### src/rtl/ref_bank_sched_pkg.sv
// Shared constants and types for the ME_DMT reference-bank scheduler.
package me_dmt_pkg;
    localparam int PIXEL        = 8;
    localparam int PIX_PER_BEAT = 8;
    localparam int DW           = PIXEL * PIX_PER_BEAT;
    localparam int NUM_BANK     = 4;
    localparam int SEG_LEN      = 24;
    localparam int DEPTH        = 96;
    localparam int NUM_SEG      = NUM_BANK * DEPTH / SEG_LEN;
    localparam int AW           = $clog2(DEPTH);
    localparam int BW           = $clog2(NUM_BANK);
    localparam int SW           = $clog2(NUM_SEG);
    localparam int CW           = $clog2(SEG_LEN);

    typedef enum logic {
        RD_SEARCH = 1'b0,
        RD_REFINE = 1'b1
    } rd_port_t;

    function automatic logic [NUM_BANK-1:0] bank_onehot(input logic [BW-1:0] b);
        bank_onehot    = '0;
        bank_onehot[b] = 1'b1;
    endfunction
endpackage

### src/rtl/ref_bank_sched_if.sv
// Producer / consumer / read-requester side of the reference-bank scheduler.
interface ref_bank_sched_if;
    import me_dmt_pkg::*;

    logic          wr_valid;
    logic [DW-1:0] wr_data;
    logic          wr_ready;
    logic [1:0]    rd_req;
    logic [BW-1:0] rd_bank0;
    logic [BW-1:0] rd_bank1;
    logic [AW-1:0] rd_addr0;
    logic [AW-1:0] rd_addr1;
    logic [1:0]    rd_gnt;
    logic [1:0]    rd_vld;
    logic          seg_release;
    logic [SW:0]   seg_cnt;
    logic          full;
    logic          empty;

    modport master (
        output wr_valid, wr_data, rd_req, rd_bank0, rd_bank1, rd_addr0, rd_addr1, seg_release,
        input  wr_ready, rd_gnt, rd_vld, seg_cnt, full, empty
    );

    modport slave (
        input  wr_valid, wr_data, rd_req, rd_bank0, rd_bank1, rd_addr0, rd_addr1, seg_release,
        output wr_ready, rd_gnt, rd_vld, seg_cnt, full, empty
    );
endinterface

### src/rtl/ref_bank_sched_rr_arb2.sv
// Two-way round-robin arbiter: combinational grant, last-granted loses the next tie.
module rr_arb2
    import me_dmt_pkg::*;
(
    input  logic       clk,
    input  logic       rst_n,
    input  logic [1:0] i_req,
    output logic [1:0] o_gnt
);
    rd_port_t r_prio;

    always_comb begin
        o_gnt = '0;
        if (i_req[RD_SEARCH] && (!i_req[RD_REFINE] || r_prio == RD_SEARCH))
            o_gnt[RD_SEARCH] = 1'b1;
        else if (i_req[RD_REFINE])
            o_gnt[RD_REFINE] = 1'b1;
    end

    always_ff @(posedge clk) begin
        if (!rst_n)
            r_prio <= RD_SEARCH;
        else if (o_gnt[RD_SEARCH])
            r_prio <= RD_REFINE;
        else if (o_gnt[RD_REFINE])
            r_prio <= RD_SEARCH;
    end
endmodule

### src/rtl/ref_bank_sched.sv
// Reference-bank write sequencer, live-segment tracker and shared read-path arbiter.
module ref_bank_sched
    import me_dmt_pkg::*;
(
    input  logic                clk,
    input  logic                rst_n,
    ref_bank_sched_if.slave     bus,
    output logic                bank_beg_en,
    output logic [NUM_BANK-1:0] bank_sel,
    output logic [DW-1:0]       bank_wdata,
    output logic [AW-1:0]       bank_addr,
    output logic [NUM_BANK-1:0] bank_rd_en
);
    localparam logic [CW-1:0] BEAT_LAST = CW'(SEG_LEN - 1);
    localparam logic [SW:0]   SEG_FULL  = (SW+1)'(NUM_SEG);

    logic [NUM_SEG-1:0]  r_live;
    logic [SW-1:0]       r_wr_seg;
    logic [SW-1:0]       r_rel_seg;
    logic [CW-1:0]       r_beat_cnt;
    logic [SW:0]         r_seg_cnt;
    logic                r_full;
    logic                r_empty;
    logic                r_beg_en_p1;
    logic [NUM_BANK-1:0] r_sel_p1;
    logic [DW-1:0]       r_wdata_p1;
    logic [AW-1:0]       r_addr_p1;
    logic [NUM_BANK-1:0] r_rd_en_p1;
    logic [1:0]          r_vld_p1;
    logic [1:0]          r_vld_p2;

    logic                w_wr_ready;
    logic                w_accept;
    logic                w_seg_done;
    logic                w_rel;
    logic [SW:0]         w_seg_cnt_nxt;
    logic [1:0]          w_gnt;

    // Segments fill in ring order, so the slot under the write pointer is live only when full.
    assign w_wr_ready = ~r_live[r_wr_seg];
    assign w_accept   = bus.wr_valid & w_wr_ready;
    assign w_seg_done = w_accept && (r_beat_cnt == BEAT_LAST);
    assign w_rel      = bus.seg_release & r_live[r_rel_seg];

    always_comb begin
        w_seg_cnt_nxt = r_seg_cnt;
        if (w_seg_done && !w_rel)
            w_seg_cnt_nxt = r_seg_cnt + 1'b1;
        else if (!w_seg_done && w_rel)
            w_seg_cnt_nxt = r_seg_cnt - 1'b1;
    end

    always_ff @(posedge clk) begin
        if (!rst_n) begin
            r_live     <= '0;
            r_wr_seg   <= '0;
            r_rel_seg  <= '0;
            r_beat_cnt <= '0;
            r_seg_cnt  <= '0;
            r_full     <= 1'b0;
            r_empty    <= 1'b1;
        end else begin
            if (w_accept)
                r_beat_cnt <= w_seg_done ? '0 : r_beat_cnt + 1'b1;
            if (w_seg_done) begin
                r_live[r_wr_seg] <= 1'b1;
                r_wr_seg         <= r_wr_seg + 1'b1;
            end
            if (w_rel) begin
                r_live[r_rel_seg] <= 1'b0;
                r_rel_seg         <= r_rel_seg + 1'b1;
            end
            r_seg_cnt <= w_seg_cnt_nxt;
            r_full    <= (w_seg_cnt_nxt == SEG_FULL);
            r_empty   <= (w_seg_cnt_nxt == '0);
        end
    end

    // Write stage p1: one registered strobe per accepted beat, bank = segment mod NUM_BANK.
    always_ff @(posedge clk) begin
        if (!rst_n) begin
            r_beg_en_p1 <= 1'b0;
            r_sel_p1    <= '0;
            r_wdata_p1  <= '0;
        end else begin
            r_beg_en_p1 <= w_accept;
            r_sel_p1    <= w_accept ? bank_onehot(r_wr_seg[BW-1:0]) : '0;
            if (w_accept)
                r_wdata_p1 <= bus.wr_data;
        end
    end

    rr_arb2 u_arb (
        .clk   (clk),
        .rst_n (rst_n),
        .i_req (bus.rd_req),
        .o_gnt (w_gnt)
    );

    // Read stage p1 drives the banks; p2 lines up with bank output data.
    always_ff @(posedge clk) begin
        if (!rst_n) begin
            r_addr_p1  <= '0;
            r_rd_en_p1 <= '0;
            r_vld_p1   <= '0;
            r_vld_p2   <= '0;
        end else begin
            r_rd_en_p1 <= '0;
            if (w_gnt[RD_SEARCH]) begin
                r_addr_p1  <= bus.rd_addr0;
                r_rd_en_p1 <= bank_onehot(bus.rd_bank0);
            end else if (w_gnt[RD_REFINE]) begin
                r_addr_p1  <= bus.rd_addr1;
                r_rd_en_p1 <= bank_onehot(bus.rd_bank1);
            end
            r_vld_p1 <= w_gnt;
            r_vld_p2 <= r_vld_p1;
        end
    end

    assign bus.wr_ready = w_wr_ready;
    assign bus.rd_gnt   = w_gnt;
    assign bus.rd_vld   = r_vld_p2;
    assign bus.seg_cnt  = r_seg_cnt;
    assign bus.full     = r_full;
    assign bus.empty    = r_empty;
    assign bank_beg_en  = r_beg_en_p1;
    assign bank_sel     = r_sel_p1;
    assign bank_wdata   = r_wdata_p1;
    assign bank_addr    = r_addr_p1;
    assign bank_rd_en   = r_rd_en_p1;
endmodule

### src/flat_wrapper.sv
// flat-port wrapper written by rule: the top's interface ports become plain ports
module ref_bank_sched_flat import me_dmt_pkg::*;
  (clk, rst_n, bank_beg_en, bank_sel, bank_wdata, bank_addr, bank_rd_en, bus_wr_valid, bus_wr_data, bus_rd_req, bus_rd_bank0, bus_rd_bank1, bus_rd_addr0, bus_rd_addr1, bus_seg_release, bus_wr_ready, bus_rd_gnt, bus_rd_vld, bus_seg_cnt, bus_full, bus_empty);
  ref_bank_sched_if bus_i ();
  input  logic clk;
  input  logic rst_n;
  output logic bank_beg_en;
  output logic [NUM_BANK-1:0] bank_sel;
  output logic [DW-1:0] bank_wdata;
  output logic [AW-1:0] bank_addr;
  output logic [NUM_BANK-1:0] bank_rd_en;
  input wire logic [$bits(bus_i.wr_valid)-1:0] bus_wr_valid;
  input wire logic [$bits(bus_i.wr_data)-1:0] bus_wr_data;
  input wire logic [$bits(bus_i.rd_req)-1:0] bus_rd_req;
  input wire logic [$bits(bus_i.rd_bank0)-1:0] bus_rd_bank0;
  input wire logic [$bits(bus_i.rd_bank1)-1:0] bus_rd_bank1;
  input wire logic [$bits(bus_i.rd_addr0)-1:0] bus_rd_addr0;
  input wire logic [$bits(bus_i.rd_addr1)-1:0] bus_rd_addr1;
  input wire logic [$bits(bus_i.seg_release)-1:0] bus_seg_release;
  output wire logic [$bits(bus_i.wr_ready)-1:0] bus_wr_ready;
  output wire logic [$bits(bus_i.rd_gnt)-1:0] bus_rd_gnt;
  output wire logic [$bits(bus_i.rd_vld)-1:0] bus_rd_vld;
  output wire logic [$bits(bus_i.seg_cnt)-1:0] bus_seg_cnt;
  output wire logic [$bits(bus_i.full)-1:0] bus_full;
  output wire logic [$bits(bus_i.empty)-1:0] bus_empty;
  assign bus_i.wr_valid = bus_wr_valid;
  assign bus_i.wr_data = bus_wr_data;
  assign bus_i.rd_req = bus_rd_req;
  assign bus_i.rd_bank0 = bus_rd_bank0;
  assign bus_i.rd_bank1 = bus_rd_bank1;
  assign bus_i.rd_addr0 = bus_rd_addr0;
  assign bus_i.rd_addr1 = bus_rd_addr1;
  assign bus_i.seg_release = bus_seg_release;
  assign bus_wr_ready = bus_i.wr_ready;
  assign bus_rd_gnt = bus_i.rd_gnt;
  assign bus_rd_vld = bus_i.rd_vld;
  assign bus_seg_cnt = bus_i.seg_cnt;
  assign bus_full = bus_i.full;
  assign bus_empty = bus_i.empty;
  ref_bank_sched u_core (.clk(clk), .rst_n(rst_n), .bus(bus_i), .bank_beg_en(bank_beg_en), .bank_sel(bank_sel), .bank_wdata(bank_wdata), .bank_addr(bank_addr), .bank_rd_en(bank_rd_en));
endmodule
### config.mk
export PLATFORM = sky130hd
export DESIGN_NAME = ref_bank_sched_flat
export DESIGN_NICKNAME = d
export VERILOG_FILES = /design/src/rtl/ref_bank_sched_pkg.sv /design/src/rtl/ref_bank_sched_if.sv /design/src/rtl/ref_bank_sched_rr_arb2.sv /design/src/rtl/ref_bank_sched.sv /design/src/flat_wrapper.sv
export SDC_FILE = /design/constraint.sdc
export NUM_CORES = 1
export LEC_CHECK = 0
export CORE_AREA = 4 4 96 98
export DETAILED_ROUTE_END_ITERATION = 7
export DIE_AREA = 0 0 100 102
export DONT_BUFFER_PORTS = 1
export PLACE_DENSITY = 0.89
export SLEW_MARGIN = 25
export SYNTH_ARGS = -nofsm -noshare
export SYNTH_HDL_FRONTEND = slang
export SYNTH_SLANG_ARGS = --single-unit
### constraint.sdc
create_clock -name clk -period 3.5 [get_ports clk]
set_input_delay 0.7 -clock clk [delete_from_list [all_inputs] [get_ports clk]]
set_output_delay 0.7 -clock clk [all_outputs]
set_load 0.02 [all_outputs]
Word level (Yosys, flattened, before mapping)
Index checks and enable logic that the tools add are counted.
{"block": "totals", "input_bits": 88, "regBits": 121, "output_inout_bits": 92}
{"block": "op_classes", "mux": 29, "n_addsub": 5, "magnitude_cmp": 10, "n_eq_ne": 2, "n_reduce_logical": 16, "n_bitwise": 7}
{"op": "$mux 16", "count": 3}
{"op": "$and 16x16->16", "count": 1}
{"op": "$not 16->16", "count": 1}
{"op": "$or 16x16->16", "count": 1}
{"op": "$mux 5", "count": 3}
{"op": "$mux 7", "count": 2}
{"op": "$mux 1", "count": 12}
{"op": "$add 5x1->5 const B", "count": 2}
{"op": "$eq 5x5->1 const B", "count": 2}
{"op": "$lt 4x5->1 const B", "count": 2}
{"op": "$logic_and 1x1->1", "count": 9}
{"op": "$lt 2x3->1 const B", "count": 3}
{"op": "$add 4x1->4 const B", "count": 2}
{"op": "$bmux 1 s4", "count": 2}
{"op": "$demux 1 s4", "count": 2}
{"op": "$ge 4x1->1 const B", "count": 2}
{"op": "$mux 4", "count": 2}
{"op": "$demux 1 s2", "count": 3}
{"op": "$ge 2x1->1 const B", "count": 3}
{"op": "$logic_not 5->1", "count": 1}
{"op": "$sub 5x1->5 const B", "count": 1}
{"op": "$logic_not 1->1", "count": 3}
{"op": "$and 1x1->1", "count": 2}
{"op": "$not 1->1", "count": 2}
{"op": "other kinds (3)", "count": 3}

Depth between registers and ports, before layout
Gate-level depths: netlist (run 1).
{"block": "logic_depth", "depth_word": 10, "ltp_mapped": 9}

By module
From an unflattened synthesis (run 1), not the netlist that was laid out.
{"block": "unflattened", "hier_cells": 588, "area_unflattened_um2": 4968.5}
{"mod": "ref_bank_sched", "n_inst": 1, "cells_each": 582, "area_per_inst_um2": 4914.7, "seq_area_each_um2": 2402.3}
{"mod": "rr_arb2", "n_inst": 1, "cells_each": 6, "area_per_inst_um2": 53.8, "seq_area_each_um2": 20.0}

Worst setup path before layout (run 1)
OpenSTA, ideal clock, no wires.
{"block": "synth_timing", "path_type": "register -> register", "start": "register u_core.r_wr_seg[1]", "end": "register u_core.r_full (netlist: u_core.bus.full)", "required_ps": 3409, "stages_incl_launch_ff": 10, "t_arrival_ps": 2699, "setup_slack_ps": 709, "n_path_buf": 2, "setup_ps": 91, "path_cell_list": "dfxtp_1 -> buf_6 -> mux4_2 -> mux4_2 -> or3_4 -> buf_6 -> nor2_1 -> a41oi_1 -> xnor2_1 -> nor4bb_1"}
{"block": "synth_via", "elab_chain_cells": 10, "word_cells_on_any_way": 11}
{"element": "start: declaration", "line_no": "ref_bank_sched.sv:18", "text": "logic [SW-1:0] r_wr_seg;"}
{"element": "start signal: assignment", "line_no": "ref_bank_sched.sv:67", "text": "r_wr_seg <= r_wr_seg + 1'b1;"}
{"element": "$bmux 1 s4 *", "line_no": "ref_bank_sched.sv:40", "text": "assign w_wr_ready = ~r_live[r_wr_seg];"}
{"element": "$mux 1 (implied by the code) *", "line_no": "ref_bank_sched.sv:40"}
{"element": "$not 1->1 *", "line_no": "ref_bank_sched.sv:40"}
{"element": "$and 1x1->1 *", "line_no": "ref_bank_sched.sv:41", "text": "assign w_accept = bus.wr_valid & w_wr_ready;"}
{"element": "$logic_and 1x1->1 *", "line_no": "ref_bank_sched.sv:42", "text": "assign w_seg_done = w_accept && (r_beat_cnt == BEAT_LAST);"}
{"element": "$logic_not 1->1", "line_no": "ref_bank_sched.sv:49", "text": "else if (!w_seg_done && w_rel)"}
{"element": "$logic_and 1x1->1", "line_no": "ref_bank_sched.sv:49"}
{"element": "$mux 5", "line_no": "ref_bank_sched.sv:49"}
{"element": "$mux 5 *", "line_no": "ref_bank_sched.sv:47", "text": "if (w_seg_done && !w_rel)"}
{"element": "$eq 5x5->1 *", "line_no": "ref_bank_sched.sv:74", "text": "r_full <= (w_seg_cnt_nxt == SEG_FULL);"}
{"element": "end signal: assignment", "line_no": "ref_bank_sched.sv:74"}
{"element": "end: declaration", "line_no": "ref_bank_sched.sv:22", "text": "logic r_full;"}
Mark *: on every way between the ends. The rest lies on a longest branch, timed or not. The select of a mux whose other input is x is not followed.
A chain may end at the register's enable or synchronous reset.

Worst setup path in the final report (run 1)
{"block": "layout_timing", "start": "register u_core.r_wr_seg[1]", "end": "output port bus_wr_ready"}
{"block": "layout_via", "elab_chain_cells": 3}
{"element": "$bmux 1 s4", "line_no": "ref_bank_sched.sv:40"}
{"element": "$mux 1 (implied by the code)", "line_no": "ref_bank_sched.sv:40"}
{"element": "$not 1->1", "line_no": "ref_bank_sched.sv:40"}
{"element": "end: declaration", "line_no": "flat_wrapper.sv:20", "text": "output wire logic [$bits(bus_i.wr_ready)-1:0] bus_wr_ready;"}
Every way passes these cells. The select of a mux whose other input is x is not followed.

==> impl_results.md, run 1 <==
- Endpoint of the lowest-slack register-to-register path: u_core.bus.full$_SDFF_PN0_
- # resized after CTS: 0
- Synthesized cell area: 0.00517 sq mm
- Iteration count of the initial detailed-routing pass: 5
- Global-route track usage on met2: 0.366
- Share of Yosys cell area claimed by the top area cell type: 0.469
- Longest Clk Path Bufs: 2
- Worst-path cell with the longest stage delay: sky130_fd_sc_hd__dfxtp_1
- Detail-routed net length per standard cell: about 17 microns
- GRT Resource Usage Total: 0.218
- Start point of the worst min-delay path: bus_rd_bank0[0]
- Number of buffers inserted by hold repair at cts: 0
- Most prevalent standard cell on the critical path: sky130_fd_sc_hd__mux4_2
- Adder-cell share of the synthesized area: 0.0266
- Combinational group share of total power: 0.039
- Headroom to the max-slew limit: 0.689
- Initial standard-cell utilization of the core: 0.610
- DIE AREA: slightly above 0.01 sq mm
- Most common library cells after synthesis: sky130_fd_sc_hd__nand2_1, sky130_fd_sc_hd__dfxtp_1, sky130_fd_sc_hd__a21boi_0
- Ys Warns: 0
- Critical Path End Type: primary output
- Die outline width: 100 microns
- Startpoint type of the worst setup path: flop
- Max-capacitance violation count: 0
- R2R setup slack: between 0.3 and 0.4 ns
- Hold Path Depth: 1
- # setup viols final: 0
- Post-detailed-route count of antenna-violating nets: 0
- I/O pin count: 180
- Final weighted congestion in routability-driven placement: between 0.9 and 1
- Hold EP: u_core.bank_rd_en[2]$_SDFF_PN0_
- Max Slew Vio Count: 0
- P_leak: between 2 and 2.5 nW
- Worst-case hold slack: 0.298 ns
- Overall via count from detail_route: around 4.0k
- Wirelength, routed: 11500 microns
- Power Internal: 2.68 mW
- Crit path DAT: 2.42 ns
- Critical path cell sequence: mux4_2, mux4_2, inv_1
- Worst setup skew after layout: roughly 0.010 ns
- Highest ir drop seen on vdd: between 0.4 and 0.5 mV
- Total grt overflow: 0
- Number of antenna violations at the first check in global routing: 0
- Clock latency on the worst-skew pair: a little under 0.5 ns
- Via density per instance: slightly below 6
- DRC: 0
- Number of post-CTS setup repair buffers: 0
- Parity-gate share of the synthesized area counting xor and xnor cells: 0.0218
- Vias in the first global route: between 3k and 4k
- Required time of the critical path: ~2.8 ns
- Number of diodes: 0
- Placeable core area: roughly 0.0085 sq mm
- Status: finished clean
- Number of sinks handled by clock tree synthesis: 121
- Flop and latch count out of synthesis: 121
- Height of the die: approximately 100 microns
- Share of post-route cells with drive strength above 1: 0.0974
- Post-Synth Simple-Gate Area: 0.202
- Non-Filler Instances: 683
- Critical path type: reg2out
- Cell variety after synth: 47
- Total power: 3.48 mW
- Number of nets in the final layout: about 660
- Clock transition at the registers of the reported paths: approximately 0.060 ns
- Number of standard-cell rows in the floorplan: 34
- Combinational family with the most area after synthesis: simple AND/OR/NAND/NOR gates
- Class of the most critical hold timing path: in2reg
- Critical Path Start: u_core.r_wr_seg[1]$_SDFFE_PN0N_
- GR peak layer: met2
- Compound-cell area share of the yosys netlist: 0.172
- Proportion of synthesized flip-flops having asynchronous set or reset: 0
- Total clock buffers created by CTS: 17
- Maximum clock frequency: about 320 MHz
- Part of the power in the clock network: 0.519
- Synth top area cells: sky130_fd_sc_hd__dfxtp_1, sky130_fd_sc_hd__nand2_1, sky130_fd_sc_hd__a21boi_0
- Portion of netlist area occupied by mux cells: 0.0635
- CTS Root Buffer Type: sky130_fd_sc_hd__clkbuf_8
- Worst Max-Slew Pin Slew: 0.466 ns
- Total nets after synthesis: about 680
- Min Tclk post-route: between 3 and 4 ns
- Critical register-to-register path startpoint: u_core.r_wr_seg[1]$_SDFFE_PN0N_
- Buffers and inverters on the worst path: 1
- CTS tree: built
- Placed cells: around 650
- Main synth FF type: sky130_fd_sc_hd__dfxtp_1
- # port buffers: 0
- Setup repair after global routing missed its margin: no
- Critical Path Max Stage Delay: roughly 0.58 ns
- Flop pwr share: 0.443
- Global-route wire length before repair: around 18000 microns
- Power density cells: between 500 and 600 mW/mm^2
- Fraction of power spent switching nets: 0.231
- Count leader, synth: sky130_fd_sc_hd__nand2_1
- Number of cells produced by synthesis: just under 600
- Placed cell areas: slightly above 0.005 sq mm
- Met1 routing resource usage after global routing: 0.261
- Switching component of the power: about 0.8 mW
- Violation count after the first detailed-routing iteration: approximately 220
- EDFF count, synth: 0
- H-tree Lvls: 4
- Final number of hold-violating endpoints: 0
- Mean instance size in the synthesized netlist: just under 9 sq um
- Setup TNS: 0 ns
- Count of cells along the worst register-to-register path: 7
- Finished layout cell area: about 0.0058 sq mm
- Sequential cell area fraction in the yosys report: 0.469
- Synthesis-to-finish area growth: 12.7%
- Post-route fraction of the period consumed by the critical path: 0.891
- Most area-hungry cell type in the Yosys netlist: sky130_fd_sc_hd__dfxtp_1
- GRT met3 Usage: 0.0833
- CP max FO: 9
- Pin count of the biggest net entering global routing: roughly 120
- CP top delay family: multiplexers
- Post-DP HPWL: roughly 8000 microns
## area by class of cell
class	instances	area [sq um]
clock buffer	19	432
clock inverter	13	191
fill	633	2650
inverter	18	67.6
multi-input combinational	399	2520
sequential	121	2420
tap	108	135
timing repair buffer	5	50.0
## placed cells by master (no fill, tap or decap), types with 3 or more instances in the layout
| master | instances |
|---|---|
| sky130_fd_sc_hd__xnor2_1 | 10 |
| sky130_fd_sc_hd__nand2_1 | 154 |
| sky130_fd_sc_hd__mux2i_1 | 8 |
| sky130_fd_sc_hd__and2_1 | 15 |
| sky130_fd_sc_hd__and3_1 | 5 |
| sky130_fd_sc_hd__nor2_1 | 26 |
| sky130_fd_sc_hd__a31oi_1 | 16 |
| sky130_fd_sc_hd__nor3b_1 | 3 |
| sky130_fd_sc_hd__a21oi_1 | 3 |
| sky130_fd_sc_hd__o31ai_1 | 3 |
| sky130_fd_sc_hd__clkinvlp_4 | 3 |
| sky130_fd_sc_hd__a21boi_0 | 66 |
| sky130_fd_sc_hd__dfxtp_1 | 121 |
| sky130_fd_sc_hd__nand4_1 | 6 |
| sky130_fd_sc_hd__ha_1 | 11 |
| sky130_fd_sc_hd__o21ai_0 | 17 |
| sky130_fd_sc_hd__bufinv_16 | 4 |
| sky130_fd_sc_hd__nor2b_1 | 6 |
| sky130_fd_sc_hd__clkinv_4 | 3 |
| sky130_fd_sc_hd__clkbuf_16 | 16 |
| sky130_fd_sc_hd__o211a_1 | 7 |
| sky130_fd_sc_hd__inv_1 | 18 |
| sky130_fd_sc_hd__mux4_2 | 11 |
| sky130_fd_sc_hd__buf_4 | 4 |
## registers in the layout, indices dropped and copies added, names as in the netlist
| name | flops |
|---|---|
| u_core.bank_addr | 7 |
| u_core.bank_beg_en | 1 |
| u_core.bank_rd_en | 4 |
| u_core.bank_sel | 4 |
| u_core.bank_wdata | 64 |
| u_core.bus.empty | 1 |
| u_core.bus.full | 1 |
| u_core.bus.rd_vld | 2 |
| u_core.bus.seg_cnt | 5 |
| u_core.r_beat_cnt | 5 |
| u_core.r_live | 16 |
| u_core.r_rel_seg | 4 |
| u_core.r_vld_p1 | 2 |
| u_core.r_wr_seg | 4 |
| u_core.u_arb.r_prio | 1 |
## kinds of logic (layout without fill, tap and decap cells)
group                      Yosys count  after routing
and+or+nand+nor                    234            234
adders and majority gates           11             11
AOI/OAI and AO/OA                  123            123
buffers and inverters               58             55
muxes                               19             19
DFF                                121            121
xor gates and xnor gates            12             12
## worst max path at each step
stage	to	cells after the start
3_3_place_gp	u_core.bus.full$_SDFF_PN0_	7
5_1_grt	u_core.bus.full$_SDFF_PN0_	7
3_5_place_dp	u_core.bus.full$_SDFF_PN0_	7
2_1_floorplan	u_core.bus.full$_SDFF_PN0_	9
6_report	bus_wr_ready	3
4_1_cts	bus_wr_ready	3
## stage by stage
stage                     setup slack, ns   util
after floorplan                     0.709      -
after global placement              0.534  0.614
after detailed placement            0.379  0.614
after CTS                           0.338  0.688
after global routing               0.0766  0.688
final                               0.383  0.688
## per-layer routing
layer  wire length [microns]  up-vias
met2                    5770      192
met4                     136        0
met1                    4430     1818
li1                        -     1921
met5                       0        -
met3                    1210       21
## worst register-to-register path: cells and delay by family (launching register included)
kind	cells	cell delay [ns]
AOI/OAI and AO/OA	1	0.18
muxes	2	1.11
and+or+nand+nor	3	0.97
DFF	1	0.58
xor gates and xnor gates	1	0.20
## power groups by stage
stage / Clock, mW / Sequential, mW / Combinational, mW
after floorplan: 0 / 1.56 / 0.127
after global routing: 1.90 / 1.55 / 0.156
after CTS: 1.84 / 1.54 / 0.137
after global placement: 0 / 1.57 / 0.128
final: 1.81 / 1.54 / 0.135
after detailed placement: 0 / 1.57 / 0.137
Note: power is estimated with default switching activity, not from simulation.
==> run 2: changes to the inputs <==
RECOVER_POWER = 50   (was not set)
==> run 2 against run 1 <==
Against the previous run:
- first-iteration DRC count grew 1.8%
- combinational power is essentially flat
- total power is essentially flat
- largest cell class unchanged
- largest power group unchanged
==> impl_results.md, run 2 (same netlist as run 1, synthesis figures left out) <==
- Status: finished clean
- Highest ir drop seen on vdd: 0.443 mV (+0.10%)
- I/O pin count: 180 (unchanged)
- Number of diodes: 0 (unchanged)
- Worst setup skew after layout: 0.00975 ns (-0.000204 ns)
- # port buffers: 0 (unchanged)
- Initial standard-cell utilization of the core: 0.610 (unchanged)
- Startpoint type of the worst setup path: flop
- Violation count after the first detailed-routing iteration: 221 (+1.8%)
- Critical Path Max Stage Delay: 0.58 ns (about the same)
- Number of sinks handled by clock tree synthesis: 121 (unchanged)
- Worst-path cell with the longest stage delay: sky130_fd_sc_hd__dfxtp_1
- Crit path DAT: 2.43 ns (about the same)
- Total grt overflow: 0 (unchanged)
- Post-route fraction of the period consumed by the critical path: 0.894 (+0.00295)
- Placed cells: 651 (unchanged)
- Min Tclk post-route: 3.13 ns (+0.0103 ns)
- CP max FO: 9 (unchanged)
- CTS Root Buffer Type: sky130_fd_sc_hd__clkbuf_8
- Total clock buffers created by CTS: 17 (unchanged)
- Max Slew Vio Count: 0 (unchanged)
- Class of the most critical hold timing path: in2reg
- Post-DP HPWL: 8200 microns (unchanged)
- Detail-routed net length per standard cell: 17.0 microns (+0.82%)
- Max-capacitance violation count: 0 (unchanged)
- Height of the die: 102 microns (unchanged)
- H-tree Lvls: 4 (unchanged)
- Die outline width: 100 microns (unchanged)
- Number of post-CTS setup repair buffers: 0 (unchanged)
- Most prevalent standard cell on the critical path: sky130_fd_sc_hd__mux4_2
- Share of post-route cells with drive strength above 1: 0.0957 (-0.00174)
- Wirelength, routed: 11600 microns (+0.82%)
- Number of standard-cell rows in the floorplan: 34 (unchanged)
- P_leak: 2.29 nW (-0.25%)
- Vias in the first global route: 3826 (unchanged)
- Via density per instance: 5.77 (-0.23%)
- Global-route wire length before repair: 18100 microns (unchanged)
- Finished Core Util: 0.687 (about the same)
- Longest Clk Path Bufs: 2 (unchanged)
- Critical path type: reg2out
- DRC: 0 (unchanged)
- Buffers and inverters on the worst path: 1 (unchanged)
- GRT Resource Usage Total: 0.218 (unchanged)
- Number of buffers inserted by hold repair at cts: 0 (unchanged)
- Commonest non-fill, non-tap cell in the layout: sky130_fd_sc_hd__nand2_1
- Power density cells: 599 mW/mm^2 (about the same)
- Max reg flops: 64 (unchanged)
- Critical Path End Type: primary output
- Overall via count from detail_route: 3943 (-0.23%)
- CTS tree: built
- DIE AREA: 0.0102 sq mm (unchanged)
- Required time of the critical path: 2.80 ns (about the same)
- # setup viols final: 0 (unchanged)
- Final number of hold-violating endpoints: 0 (unchanged)
- Leading cell types in the layout, fill and taps excluded: sky130_fd_sc_hd__nand2_1, sky130_fd_sc_hd__dfxtp_1, sky130_fd_sc_hd__a21boi_0
- Fill cell count: 635 (+0.32%)
- Number of nets in the final layout: 661 (unchanged)
- CP top delay family: multiplexers
- Post-detailed-route count of antenna-violating nets: 0 (unchanged)
- Number of antenna violations at the first check in global routing: 0 (unchanged)
- Clock latency on the worst-skew pair: 0.49 ns (about the same)
- Setup repair after global routing missed its margin: no
- Critical path cell sequence: mux4_2, mux4_2, inv_1
- Placeable core area: 0.00847 sq mm (unchanged)
- Headroom to the max-slew limit: 0.462 (-0.227)
- Non-Filler Instances: 683 (unchanged)
- Pin count of the biggest net entering global routing: 117 (unchanged)
- # resized after CTS: 0 (unchanged)
- Clock transition at the registers of the reported paths: 0.06 ns (about the same)
- Final weighted congestion in routability-driven placement: 0.961 (unchanged)
- Iteration count of the initial detailed-routing pass: 4 (-1)
- Setup TNS: 0 ns (unchanged)
- Worst Max-Slew Pin Slew: 0.807 ns (+0.341 ns)
- Synthesis-to-finish area growth: 12.6% (about the same)
- Maximum clock frequency: 320 MHz (-0.33%)
## run 2: final timing paths
| path | start | endpoint | slack [ns] | cells after the start |
|---|---|---|---|---|
| worst max register to register | u_core.r_wr_seg[1]$_SDFFE_PN0N_ | u_core.bus.full$_SDFF_PN0_ | 0.38 | 7 |
| worst max-delay path | u_core.r_wr_seg[1]$_SDFFE_PN0N_ | bus_wr_ready | 0.37 | 3 |
| worst min register to register | u_core.r_vld_p1[1]$_SDFF_PN0_ | u_core.bus.rd_vld[1]$_SDFF_PN0_ | 0.44 | 1 |
| worst min-delay path | bus_rd_bank0[0] | u_core.bank_rd_en[2]$_SDFF_PN0_ | 0.30 | 1 |
## run 2: routing by layer
layer / vias to the layer above / GRT usage / part of all wire
met5: - / 0 / 0
met4: 0 / 0.0663 / 0.011
met3: 17 / 0.0833 / 0.10
met2: 195 / 0.366 / 0.50
met1: 1810 / 0.261 / 0.39
li1: 1921 / - / -
## run 2: area by class of cell
cell class	instances	area [sq um]	area share
Sequential cell	121	2420	0.416
Clock inverter	13	191	0.0329
Tap cell	108	135	0.0232
Inverter	18	67.6	0.0116
Timing Repair Buffer	5	46.3	0.00796
Clock buffer	19	432	0.0742
Multi-Input combinational cell	399	2520	0.434
## run 2: worst reg2reg max path, stage by stage, from the launching register on
cell	delay (ns)
sky130_fd_sc_hd__dfxtp_1	0.58
sky130_fd_sc_hd__mux4_2	0.56
sky130_fd_sc_hd__mux4_2	0.55
sky130_fd_sc_hd__or3_4	0.49
sky130_fd_sc_hd__nor2_1	0.24
sky130_fd_sc_hd__a41oi_1	0.17
sky130_fd_sc_hd__xnor2_1	0.19
sky130_fd_sc_hd__nor4bb_1	0.25
## run 2: where the power goes
group / switching [mW] / internal, mW / total (mW) / leakage [nW]
Combinational: 0.0736 / 0.0614 / 0.135 / 1.01
Clock: 0.624 / 1.18 / 1.81 / 0.295
Sequential: 0.106 / 1.44 / 1.54 / 0.991
## run 2: metrics by stage
stage	setup WS, ns	area [sq um]	power [mW]	hold slack, ns
CTS	0.338	5820	3.52	0.272
floorplan	0.709	5170	1.69	0.412
detailed placement	0.379	5200	1.71	0.420
global placement	0.534	5200	1.70	0.416
global route	0.0713	5820	3.60	0.273
finish	0.372	5820	3.48	0.297
